<file path="config.mk">
export PLATFORM = sky130hd
export DESIGN_NAME = bus_condition_monitor
export DESIGN_NICKNAME = d
export VERILOG_FILES = /design/src/rtl/controller_pkg.sv /design/src/rtl/edge_detector.sv /design/src/rtl/bus_condition_monitor.sv
export SDC_FILE = /design/constraint.sdc
export NUM_CORES = 1
export LEC_CHECK = 0
export BUFFER_PORTS_ARGS = -buffer_cell sky130_fd_sc_hd__buf_2
export CORE_UTILIZATION = 60
export CTS_CLUSTER_SIZE = 16
export DETAILED_ROUTE_END_ITERATION = 6
export HOLD_SLACK_MARGIN = 0.02
export PLACE_DENSITY = 0.95
export SLEW_MARGIN = 20
export SYNTH_ARGS = -nofsm -noshare
export SYNTH_HDL_FRONTEND = slang
export SYNTH_SLANG_ARGS = --single-unit
</file>
<file path="constraint.sdc">
create_clock -name clk_i -period 4 [get_ports clk_i]
set_clock_uncertainty 0.05 [all_clocks]
set_input_delay 0 -clock clk_i [delete_from_list [all_inputs] [get_ports clk_i]]
set_output_delay 0 -clock clk_i [all_outputs]
set_load 0.05 [all_outputs]
</file>
<file path="src/rtl/controller_pkg.sv">
// rtl/controller_pkg.sv - shared bus-condition state encoding
package controller_pkg;

  typedef enum logic [2:0] {
    BUS_UNKNOWN    = 3'd0,
    BUS_BUSY       = 3'd1,
    BUS_START_PEND = 3'd2,
    BUS_STOP_PEND  = 3'd3,
    BUS_POST_STOP  = 3'd4,
    BUS_FREE       = 3'd5,
    BUS_AVAIL      = 3'd6,
    BUS_IDLE       = 3'd7
  } bus_cond_state_e;

endpackage

</file>
<file path="src/rtl/edge_detector.sv">
// rtl/edge_detector.sv - pulses once a line has held its level for a programmed time after a trigger
module edge_detector #(
  parameter int unsigned CNTR_W         = 20,
  parameter bit          DETECT_NEGEDGE = 1'b0
) (
  input  logic              clk_i,
  input  logic              rst_ni,
  input  logic              trigger_i,
  input  logic              line_i,
  input  logic [CNTR_W-1:0] delay_count_i,
  output logic              detect_o
);

  logic              active_d, active_q;
  logic              det_d, det_q;
  logic [CNTR_W-1:0] count_d, count_q;
  logic              line_ok;
  logic              zero_delay;

  assign line_ok    = DETECT_NEGEDGE ? ~line_i : line_i;
  assign zero_delay = (delay_count_i == '0);

  always_comb begin
    active_d = active_q;
    count_d  = count_q;
    det_d    = 1'b0;
    if (trigger_i) begin
      // A zero delay is answered combinationally below; only longer delays arm the counter.
      active_d = ~zero_delay;
      count_d  = '0;
    end else if (active_q) begin
      if (!line_ok) begin
        active_d = 1'b0;
      end else if (count_q >= delay_count_i) begin
        det_d    = 1'b1;
        active_d = 1'b0;
      end else begin
        count_d = count_q + 1'b1;
      end
    end
  end

  always_ff @(posedge clk_i or negedge rst_ni) begin
    if (!rst_ni) begin
      active_q <= 1'b0;
      count_q  <= '0;
      det_q    <= 1'b0;
    end else begin
      active_q <= active_d;
      count_q  <= count_d;
      det_q    <= det_d;
    end
  end

  assign detect_o = det_q | (trigger_i & line_ok & zero_delay);

endmodule

</file>
<file path="src/rtl/bus_condition_monitor.sv">
// rtl/bus_condition_monitor.sv - classifies SCL/SDA into START/Sr/STOP and tracks the post-STOP bus ladder
module bus_condition_monitor
  import controller_pkg::*;
#(
  parameter int unsigned CNTR_W = 20
) (
  input  logic              clk_i,
  input  logic              rst_ni,
  input  logic              enable_i,
  input  logic              scl_i,
  input  logic              sda_i,
  input  logic [CNTR_W-1:0] t_cas_i,
  input  logic [CNTR_W-1:0] t_stop_i,
  input  logic [CNTR_W-1:0] t_free_i,
  input  logic [CNTR_W-1:0] t_avail_i,
  input  logic [CNTR_W-1:0] t_idle_i,
  output logic              start_det_o,
  output logic              rstart_det_o,
  output logic              stop_det_o,
  output logic              start_hold_err_o,
  output logic              bus_busy_o,
  output logic              bus_free_o,
  output logic              bus_available_o,
  output logic              bus_idle_o,
  output logic [2:0]        state_o
);

  logic scl_q, sda_q, scl_p, sda_p;
  logic start_trig, stop_trig, both_high;
  logic start_pulse, stop_pulse;

  bus_cond_state_e   state_d, state_q;
  logic [CNTR_W-1:0] cnt_d, cnt_q, cnt_inc;
  logic              rs_flag_d, rs_flag_q;
  logic              start_det_d, start_det_q;
  logic              rstart_det_d, rstart_det_q;
  logic              stop_det_d, stop_det_q;
  logic              hold_err_d, hold_err_q;

  // Lines reset high so a released bus does not look like an edge.
  always_ff @(posedge clk_i or negedge rst_ni) begin
    if (!rst_ni) begin
      scl_q <= 1'b1;
      sda_q <= 1'b1;
      scl_p <= 1'b1;
      sda_p <= 1'b1;
    end else begin
      scl_q <= scl_i;
      sda_q <= sda_i;
      scl_p <= scl_q;
      sda_p <= sda_q;
    end
  end

  assign start_trig = enable_i & scl_q & scl_p & sda_p & ~sda_q;
  assign stop_trig  = enable_i & scl_q & scl_p & ~sda_p & sda_q;
  assign both_high  = scl_q & sda_q;
  assign cnt_inc    = (cnt_q == '1) ? cnt_q : cnt_q + 1'b1;

  edge_detector #(.CNTR_W(CNTR_W), .DETECT_NEGEDGE(1'b0)) u_start_det (
    .clk_i         (clk_i),
    .rst_ni        (rst_ni),
    .trigger_i     (start_trig),
    .line_i        (scl_q),
    .delay_count_i (t_cas_i),
    .detect_o      (start_pulse)
  );

  edge_detector #(.CNTR_W(CNTR_W), .DETECT_NEGEDGE(1'b0)) u_stop_det (
    .clk_i         (clk_i),
    .rst_ni        (rst_ni),
    .trigger_i     (stop_trig),
    .line_i        (sda_q),
    .delay_count_i (t_stop_i),
    .detect_o      (stop_pulse)
  );

  always_comb begin
    state_d      = state_q;
    cnt_d        = cnt_q;
    rs_flag_d    = rs_flag_q;
    start_det_d  = 1'b0;
    rstart_det_d = 1'b0;
    stop_det_d   = 1'b0;
    hold_err_d   = 1'b0;
    if (!enable_i) begin
      state_d = BUS_UNKNOWN;
      cnt_d   = '0;
    end else if (start_trig) begin
      rs_flag_d = (state_q == BUS_BUSY) || (state_q == BUS_STOP_PEND);
      cnt_d     = '0;
      // With zero hold time the detector fires in the trigger cycle itself.
      if (start_pulse) begin
        state_d      = BUS_BUSY;
        rstart_det_d = rs_flag_d;
        start_det_d  = ~rs_flag_d;
      end else begin
        state_d = BUS_START_PEND;
      end
    end else begin
      unique case (state_q)
        BUS_UNKNOWN: begin
          if (!both_high) begin
            cnt_d = '0;
          end else begin
            cnt_d = cnt_inc;
            if (cnt_q >= t_idle_i) state_d = BUS_IDLE;
          end
        end
        BUS_START_PEND: begin
          if (start_pulse) begin
            state_d      = BUS_BUSY;
            rstart_det_d = rs_flag_q;
            start_det_d  = ~rs_flag_q;
          end else if (!scl_q) begin
            state_d      = BUS_BUSY;
            rstart_det_d = rs_flag_q;
            start_det_d  = ~rs_flag_q;
            hold_err_d   = 1'b1;
          end else if (sda_q) begin
            state_d = rs_flag_q ? BUS_BUSY : BUS_UNKNOWN;
          end
        end
        BUS_BUSY: begin
          cnt_d = '0;
          if (stop_trig && stop_pulse) begin
            state_d    = BUS_POST_STOP;
            stop_det_d = 1'b1;
          end else if (stop_trig) begin
            state_d = BUS_STOP_PEND;
          end
        end
        BUS_STOP_PEND: begin
          if (stop_pulse) begin
            state_d    = BUS_POST_STOP;
            cnt_d      = '0;
            stop_det_d = 1'b1;
          end else if (!scl_q) begin
            state_d = BUS_BUSY;
          end
        end
        BUS_POST_STOP, BUS_FREE, BUS_AVAIL, BUS_IDLE: begin
          if (!both_high) begin
            state_d = BUS_BUSY;
            cnt_d   = '0;
          end else begin
            cnt_d = cnt_inc;
            if (state_q == BUS_POST_STOP && cnt_q >= t_free_i)  state_d = BUS_FREE;
            if (state_q == BUS_FREE      && cnt_q >= t_avail_i) state_d = BUS_AVAIL;
            if (state_q == BUS_AVAIL     && cnt_q >= t_idle_i)  state_d = BUS_IDLE;
          end
        end
        default: state_d = BUS_UNKNOWN;
      endcase
    end
  end

  always_ff @(posedge clk_i or negedge rst_ni) begin
    if (!rst_ni) begin
      state_q      <= BUS_UNKNOWN;
      cnt_q        <= '0;
      rs_flag_q    <= 1'b0;
      start_det_q  <= 1'b0;
      rstart_det_q <= 1'b0;
      stop_det_q   <= 1'b0;
      hold_err_q   <= 1'b0;
    end else begin
      state_q      <= state_d;
      cnt_q        <= cnt_d;
      rs_flag_q    <= rs_flag_d;
      start_det_q  <= start_det_d;
      rstart_det_q <= rstart_det_d;
      stop_det_q   <= stop_det_d;
      hold_err_q   <= hold_err_d;
    end
  end

  assign start_det_o      = start_det_q;
  assign rstart_det_o     = rstart_det_q;
  assign stop_det_o       = stop_det_q;
  assign start_hold_err_o = hold_err_q;
  assign state_o          = state_q;

  assign bus_busy_o      = (state_q == BUS_BUSY) || (state_q == BUS_START_PEND) ||
                           (state_q == BUS_STOP_PEND);
  assign bus_free_o      = (state_q == BUS_FREE) || (state_q == BUS_AVAIL) || (state_q == BUS_IDLE);
  assign bus_available_o = (state_q == BUS_AVAIL) || (state_q == BUS_IDLE);
  assign bus_idle_o      = (state_q == BUS_IDLE);

endmodule
</file>
# After elaboration in Yosys (flattened, before gate mapping)

Index checks and enable logic that the tools add are counted.

Order comparisons: 5
Multiplexer cells: 70
Reductions and logical operators: 24
Equal/unequal tests: 19
Bitwise gates (word level): 19
Div/mod/pow operators: 0
$add $sub $neg: 3
Shifts and indexed selects: 0
$mul: 0

Operators by type and width:

| cell                  | number |
|---|---|
| $mux 20               | 13 |
| $ge 20x20->1          | 5 |
| $add 20x1->20 const B | 3 |
| $pmux 20 s3           | 1 |
| $mux 3                | 15 |
| $logic_not 20->1      | 2 |
| $mux 1                | 38 |
| $eq 20x20->1 const B  | 1 |
| $pmux 3 s5            | 1 |
| $eq 3x3->1 const B    | 4 |
| $ne 4x3->1 const B    | 3 |
| $and 1x1->1           | 11 |
| $ne 5x4->1 const B    | 2 |
| $reduce_and 3->1      | 3 |
| $reduce_bool 2->1     | 4 |
| $ne 7x6->1 const B    | 1 |
| $eq 3x2->1 const B    | 2 |
| $logic_or 1x1->1      | 6 |
| $ne 6x5->1 const B    | 1 |
| $not 1->1             | 6 |
| $reduce_and 6->1      | 1 |
| $ne 5x2->1 const B    | 1 |
| $ne 5x3->1 const B    | 1 |
| $reduce_or 5->1       | 1 |
| 10 further kinds      | 14 |

Output and inout bits: 11
Word-level logic and storage cells: 157
Bits in writable memories: 0
Input port bits: 105
ROM bits: 0
Register bits after elaboration: 76
Latch bits: 0
Memories kept: 0

# Depth between registers and ports, before layout

Gate-level depths: netlist of run 1.

Word-level depth: 12
Depth in mapped cells: 12
Depth with buffers taken out: 10

# By module

Synthesis of run 1 repeated with hierarchy kept, for this count alone.

Cells, all modules: 814
Area, all modules: 6,937.9 um^2

By module, submodules not included:

| module                      | cells each | area an instance (um^2) | times used |
|---|---|---|---|
| bus_condition_monitor       | 398        | 3,268.1                 | 1 |
| edge_detector (u_stop_det)  | 207        | 1,896.8                 | 1 |
| edge_detector (u_start_det) | 209        | 1,773.0                 | 1 |

# Worst setup path after synthesis of run 1

Ideal clock, no wire load.

Path type: reg-to-reg
Start: reg state_q[2] (netlist: state_o[2])
End: reg cnt_q[17]
Path buffers: 3
Path slack: 941 ps
Cell stages (with the launch flop): 11
Arrival time: 2,885 ps
Setup time: 124 ps
Path through: dfrtp_1 > clkbuf_1 > nor2_1 > nor2_1 > and3_1 > or2_1 > clkbuf_1 > buf_2 > nor3_1 > xnor2_1 > nor2_1

Word-level cells in the longest chain between the ends: 5

Ends and longest elaborated chain:

| what                                          | RTL line                     | RTL |
|---|---|---|
| start: declaration                            | bus_condition_monitor.sv:32  | `bus_cond_state_e state_d, state_q;` |
| start signal: assignment                      | bus_condition_monitor.sv:168 | `state_q <= state_d;` |
| $eq 3x3->1 or $logic_not 3->1 (tied branches) | bus_condition_monitor.sv:101 | `unique case (state_q)` |
| $reduce_or 5->1 (no source line)              | --                           |  |
| $pmux 20 s3                                   | bus_condition_monitor.sv:101 |  |
| $mux 20                                       | bus_condition_monitor.sv:89  | `end else if (start_trig) begin` |
| $mux 20                                       | bus_condition_monitor.sv:86  | `if (!enable_i) begin` |
| end signal: assignment                        | bus_condition_monitor.sv:169 | `cnt_q <= cnt_d;` |
| end: declaration                              | bus_condition_monitor.sv:33  | `logic [CNTR_W-1:0] cnt_d, cnt_q, cnt_inc;` |

Several ways; a longest one is shown, not always the timed one.
A chain may end at the register's enable or synchronous reset.

# Worst setup path in the final report of run 1

Start: in t_cas_i[12]
End: reg state_q[0] (netlist: state_o[0])

Word-level cells in the longest chain between the ends: 7

Ends and longest elaborated chain:

| what               | RTL line                     | RTL |
|---|---|---|
| start: declaration | bus_condition_monitor.sv:12  | `input logic [CNTR_W-1:0] t_cas_i,` |
| $logic_not 20->1 * | edge_detector.sv:21          | `assign zero_delay = (delay_count_i == '0);` |
| $and 1x1->1 *      | edge_detector.sv:55          | `assign detect_o = det_q \| (trigger_i & line_ok & zero_delay);` |
| $or 1x1->1 *       | edge_detector.sv:55          |  |
| $mux 3             | bus_condition_monitor.sv:111 | `if (start_pulse) begin` |
| $pmux 3 s5         | bus_condition_monitor.sv:101 |  |
| $mux 3             | bus_condition_monitor.sv:89  |  |
| $mux 3             | bus_condition_monitor.sv:86  |  |

Mark *: on every way between the ends. The rest lies on a longest branch, timed or not.

==> run_results.csv, run 1 <==
group,metric,value,unit
status,status,"complete, no violations",
yosys,ys.warnings.count,0,
sta,max_freq,0.294,GHz
clock_network,tritoncts,"yes",
die,core_area,0.0105,mm2
yosys,yosys.area.top_type_share,27.3,%
clock_network,clkSinkCount,76,
routing,avgRoutedWirePerCell,15.8,um
placed_design,place_congestion,0.878,
sta,finalSetupViolations,0,
yosys,synth_ff_type,"dfrtp_1",
routing,drt_wl_total,16600,um
sta,whs,0.106,ns
setup_path,rr_worst_depth,8,
clock_network,cts_max_level,3,
global_routing,overflow,0,
setup_path,worst-path-max-fanout,7,
routing,viasPerCell,6.09,
die,die_y,107,um
pwr,p_leak,0.00412,uW
sta,finalMaxSlewViolations,0,
yosys,syn_area_per_cell,8.30,um2
yosys,synth-seq-cells,76,
final_layout,area_delta_synth_final,14.6,%
global_routing,grt_max_degree,77,
setup_path,startpoint_type,"input port",
die,start_util,62.9,%
setup_path,critPathArrivalTime,3.60,ns
yosys,yosysTopAreaCell,"dfrtp_1",
placed_design,port_buffers,115,
final_layout,drive_gt1_share,16.5,%
final_layout,n_fill_cell,794,
routing,first_pass_iters,5,
final_layout,nets,1120,
yosys,synthesis.area,0.00661,mm2
clock_network,post-cts-setup-buffers,0,
worst_hold_path,hold_class,"input port to flip-flop",
global_routing,antenna_found_initial,0,
global_routing,grt_pass1_vias,6147,
sta,grt_setup_unrepaired,"false",
setup_path,path_class,"input port to flip-flop",
routing,wl_met1,7120,um
routing,top_layer,"met4",
yosys,mappedNetlistNets,1004,
sta,period_minus_slack,3.41,ns
routing,ant_nets,0,
sta,hold_viol,0,
routing,wl_met3,896,um
routing,drtIter0Drc,390,
clock_network,cts.path.max_buffers,2,
global_routing,track_usage,30.5,%
setup_path,reg2reg_slack,0.96,ns
setup_path,end_kind,"flip-flop",
clock_network,cts_buffers,9,
pwr,ir_worst_vdd,177,uV
routing,num_vias,6416,
yosys,synth_edf_count,0,
setup_path,cp.required,4.20,ns
clock_network,clockRootBuffer,"clkbuf_8",
sta,worst_pin_slew,1.06,ns
pwr,p_per_area,293,mW/mm2
clock_network,clkTransAtPathRegs,0.08,ns
routing,met2_length,8110,um
yosys,seq_area_frac_synth,28.9,%
worst_hold_path,holdPathStages,4,
sta,setup_tns,0,ns
yosys,ys_types,67,
die,rows,37,
final_layout,n_antenna_cell,0,
yosys,syn_inst,796,
placed_design,dpl.hpwl,12600,um
global_routing,grt_pass1_wl,27900,um
yosys,synthArstFlopShare,100,%
sta,post-route-period-util,85.1,%
sta,max-slew-margin-rel,28.6,%
routing,drc,0,
die,die_area,0.0114,mm2
run,drv_cap,0,
die,ios,116,
clock_network,clock_latency,0.37,ns
yosys,synth_area_leaders,"dfrtp_1, ha_1, inv_1",
die,die_w,107,um
==> layout make-up <==
| cell class | count | area (um2) | area share, % |
|---|---|---|---|
| multi-input cells | 589 | 4200 | 55.4 |
| flip-flops and latches | 76 | 1910 | 25.2 |
| inverters | 112 | 420 | 5.55 |
| clock buffers | 10 | 128 | 1.69 |
| clock inverters | 6 | 87.6 | 1.16 |
| well taps | 136 | 170 | 2.25 |
| repair buffers | 124 | 663 | 8.76 |
==> timing repair <==
item                                   CTS  global route
hold buffers                             7             0
gates resized for setup                  0             0
endpoints found under the hold margin   75             0
==> Yosys cell counts, drive strengths merged (8+ instances only) <==
library cell    n
xnor2          13
inv           112
dfrtp          72
and3           14
buf             8
or3             8
clkbuf         11
nor2           52
o21ai          53
o211ai          8
or4            13
o31ai          12
nor3           11
a211oi          8
nand2          64
nand4          24
a21oi          59
and4            9
a21o           21
nor4           15
ha            103
nand3          25
==> flip-flops by register name, indices dropped and copies added, names as in the netlist, 3 cells and up <==
signal,cells
cnt_q,20
state_o,3
u_start_det.count_q,20
u_stop_det.count_q,20
==> logic make-up after synthesis <==
group                    share of synthesized area, %
multiplexers                                    0.795
XOR/XNOR                                         1.86
adder cells (fa/ha/maj)                          19.5
AND/OR/NAND/NOR                                  21.4
AO/OA/AOI/OAI                                    19.9
flip-flops                                       28.9
buffers and inverters                            7.69
==> worst max-delay path, cell delays in order <==
cell	delay [ns]
dlygate4sd3_1	0.56
buf_2	0.14
nor4_1	0.30
dlygate4sd3_1	0.61
nand2_1	0.06
dlygate4sd3_1	0.58
nor3_2	0.22
nor2_1	0.17
a41o_1	0.27
o21ai_1	0.17
o31a_1	0.19
mux2_2	0.34
==> routing by layer <==
layer	GRT usage (%)	vias up
li1	-	3124
met1	37.8	2993
met2	53.2	259
met3	4.19	40
met4	12.6	0
met5	0	-
==> placed cells by master (no fill, tap or decap), types with 13 or more instances in the layout <==
cell / netlist / layout
buf_2: 4 / 114
inv_1: 112 / 112
ha_1: 103 / 103
dfrtp_1: 72 / 72
nand2_1: 64 / 64
a21oi_1: 59 / 59
nor2_1: 52 / 52
o21ai_0: 50 / 50
nand3_1: 24 / 24
nand4_1: 24 / 24
a21o_1: 20 / 20
and3_1: 14 / 14
nor4_1: 14 / 14
xnor2_1: 13 / 13
or4_1: 13 / 13
==> stage by stage <==
step / power (uW) / cells / util (%) / cell area (um2) / setup slack [ns]
6_report: 2220 / 1053 / 72.1 / 7570 / 0.594
5_1_grt: 2330 / 1053 / 72.1 / 7570 / 0.405
4_1_cts: 2200 / 1053 / 72.1 / 7570 / 0.773
3_5_place_dp: 1550 / 1030 / 69.4 / 7290 / 1.04
3_3_place_gp: 1520 / 1030 / 69.4 / 7290 / 1.07
2_1_floorplan: 1350 / 796 / - / 6610 / 0.941
==> where the power goes <==
group,switching [uW],internal (uW)
Sequential,109,827
Clock,306,353
Combinational,383,237
==> path summary, 6_finish.rpt <==
path                                        startpoint                endpoint
worst max-delay path                       t_cas_i[12]              state_o[0]
worst min-delay path                          enable_i              state_o[0]
worst max register to register  u_stop_det.count_q[15]  u_stop_det.count_q[19]
worst min register to register                   sda_q                   sda_p
max in group asynchronous                       rst_ni              state_o[1]
min in group asynchronous                       rst_ni  u_start_det.count_q[4]
No activity file was read; power rests on OpenSTA's default activity.
==> run 2, diff against run 1 <==
--- a/config.mk
+++ b/config.mk
@@ -6,11 +6,11 @@
 export NUM_CORES = 1
 export LEC_CHECK = 0
 export BUFFER_PORTS_ARGS = -buffer_cell sky130_fd_sc_hd__buf_2
-export CORE_UTILIZATION = 60
+export CORE_UTILIZATION = 52
 export CTS_CLUSTER_SIZE = 16
 export DETAILED_ROUTE_END_ITERATION = 6
 export HOLD_SLACK_MARGIN = 0.02
-export PLACE_DENSITY = 0.95
+export PLACE_DENSITY = 0.89
 export SLEW_MARGIN = 20
 export SYNTH_ARGS = -nofsm -noshare
 export SYNTH_HDL_FRONTEND = slang
==> constraint.sdc (replaced) <==
create_clock -name clk_i -period 3 [get_ports clk_i]
set_clock_uncertainty 0.05 [all_clocks]
set_input_delay 0 -clock clk_i [delete_from_list [all_inputs] [get_ports clk_i]]
set_output_delay 0 -clock clk_i [all_outputs]
set_load 0.05 [all_outputs]
==> run 2 against run 1 <==
Against the previous run: clock power increased by 81%; worst hold slack lost 0.063 ns; non-clock buffer count grew 13; worst setup slack got worse by 0.51 ns; design area is 3.6% higher.
==> run_results.csv, run 2 (synthesized netlist as in run 1, its figures left out) <==
group,metric,value,unit
status,status,"complete, no violations",
final_layout,n_fill_cell,1020,
die,die_y,115,um
clock_network,clock_latency,0.33,ns
pwr,power.switching,1120,uW
pwr,p_per_area,422,mW/mm2
clock_network,clockRootBuffer,"clkbuf_16",
clock_network,clkTransAtPathRegs,0.06,ns
final_layout,utilization,64.3,%
final_layout,final_common_cell,"buf_2",
sta,finalMaxSlewViolations,0,
pwr,p_seq_share,36.7,%
final_layout,multiInputGateArea,0.00423,mm2
die,start_util,54.1,%
worst_hold_path,holdPathStages,5,
setup_path,startpoint_type,"flip-flop",
worst_hold_path,hold_class,"input port to flip-flop",
final_layout,n_antenna_cell,0,
clock_network,cts.path.max_buffers,2,
placed_design,place_congestion,0.869,
sta,whs,0.0427,ns
routing,num_vias,6491,
final_layout,reg_top3,"cnt_q (20), u_start_det.count_q (20), u_stop_det.count_q (20)",
clock_network,cts_buffers,9,
placed_design,port_buffers,115,
sta,hold_viol,0,
placed_design,dpl.hpwl,12900,um
routing,drt_wl_total,16700,um
run,drv_cap,0,
pwr,p_leak,0.00424,uW
routing,ant_nets,0,
pwr,intPower,2200,uW
setup_path,worst-path-max-fanout,5,
routing,viasPerCell,5.91,
routing,drc,0,
placed_design,pre_cts_slack,0.0871,ns
sta,max_freq,0.342,GHz
die,ios,116,
setup_path,end_kind,"flip-flop",
sta,finalSetupViolations,0,
setup_path,rr_worst_depth,8,
pwr,switching_share,33.7,%
global_routing,grt_pass1_wl,28100,um
global_routing,track_usage,26.8,%
global_routing,antenna_found_initial,0,
setup_path,reg2reg_slack,0.08,ns
final_layout,area_delta_synth_final,18.7,%
global_routing,overflow,0,
routing,drtIter0Drc,496,
sta,worst_pin_slew,0.964,ns
global_routing,grt_max_degree,77,
pwr,total_power,3310,uW
global_routing,grt_pass1_vias,6177,
pwr,ir_worst_vdd,298,uV
sta,layout_setup_ws,0.0798,ns
die,core_area,0.0122,mm2
clock_network,tritoncts,"yes",
final_layout,drive_gt1_share,18.9,%
die,die_area,0.0132,mm2
sta,setup_tns,0,ns
setup_path,timing.rr.start,"cnt_q[19]",
final_layout,seqCellArea,0.00191,mm2
setup_path,r2r-end,"state_o[1]",
pwr,clkPwrFrac,36.1,%
final_layout,layout.cells.most_common_list,"buf_2, inv_1, ha_1",
sta,post-route-period-util,97.3,%
worst_hold_path,min_to,"u_start_det.active_q",
setup_path,cp.required,3.16,ns
sta,max-slew-margin-rel,35.7,%
clock_network,clkSinkCount,76,
die,die_w,115,um
final_layout,nets,1134,
setup_path,path_class,"flip-flop to flip-flop",
sta,period_minus_slack,2.92,ns
setup_path,critPathArrivalTime,3.08,ns
pwr,p_comb_share,27.2,%
routing,avgRoutedWirePerCell,15.2,um
die,rows,40,
clock_network,cts_max_level,3,
worst_hold_path,hold_path.startpoint,"t_cas_i[2]",
routing,first_pass_iters,5,
-- run 2: cell types whose count changed in the layout (fill, tap and decap cells not counted), moves of 2 or more --
cell           before  now
dlygate4sd3_1       7    3
clkbuf_16           0    9
clkbuf_8            9    0
clkinv_2            2    0
buf_4               3   20
-- run 2: worst max-delay path by stage --
stage	start	to	slack (ns)
floorplan	state_o[2]	cnt_q[17]	0.23
global placement	u_stop_det.count_q[15]	u_stop_det.count_q[14]	0.20
detailed placement	u_stop_det.count_q[15]	u_stop_det.count_q[15]	0.09
CTS	u_stop_det.count_q[15]	u_stop_det.count_q[15]	0.07
global route	u_stop_det.count_q[15]	u_stop_det.count_q[15]	-0.002
finish	cnt_q[19]	state_o[1]	0.08
-- run 2: worst max-delay path, cell delays in order (launching register included) --
cell and delay (ns):
dfrtp_1 0.47, ha_1 0.36, nand4_1 0.16, or4_1 0.56
o221ai_1 0.29, a41oi_1 0.17, o21ai_1 0.20, o31a_1 0.21
mux2_2 0.34
-- run 2: area by class of cell --
cell class / instances / area share, %
clock buffers: 9 / 2.87
multi-input cells: 590 / 53.9
flip-flops and latches: 76 / 24.3
inverters: 112 / 5.36
repair buffers: 137 / 9.57
well taps: 168 / 2.68
clock inverters: 7 / 1.36
-- run 2: power by group through the flow --
stage                     combinational, uW  clock [uW]  sequential (uW)
after floorplan                         544           0             1260
after global placement                  841           0             1230
after detailed placement                874           0             1230
after CTS                               890        1210             1210
after global routing                   1010        1260             1230
final                                   902        1190             1220
-- run 2: what timing repair did --
item | 4_1_cts | 5_1_grt
hold buffers | 3 | 0
gates resized for setup | 0 | 5
setup endpoints to repair | 0 | 21
buffers inserted | 0 | 2
endpoints found under the hold margin | 74 | 0
-- run 2: metal layers --
metal	global-route usage [%]	share of wire (%)	up-vias
met2	44.6	48	267
met5	0	0	-
met1	34.8	43	3028
met4	10.6	2.4	0
li1	-	-	3157
met3	4.39	7.1	39
-- run 2: through the flow --
step           instance area [um2]  cells
2_1_floorplan                 6610    796
6_report                      7850   1099
3_5_place_dp                  7440   1077
3_3_place_gp                  7440   1077
5_1_grt                       7850   1099
4_1_cts                       7800   1096
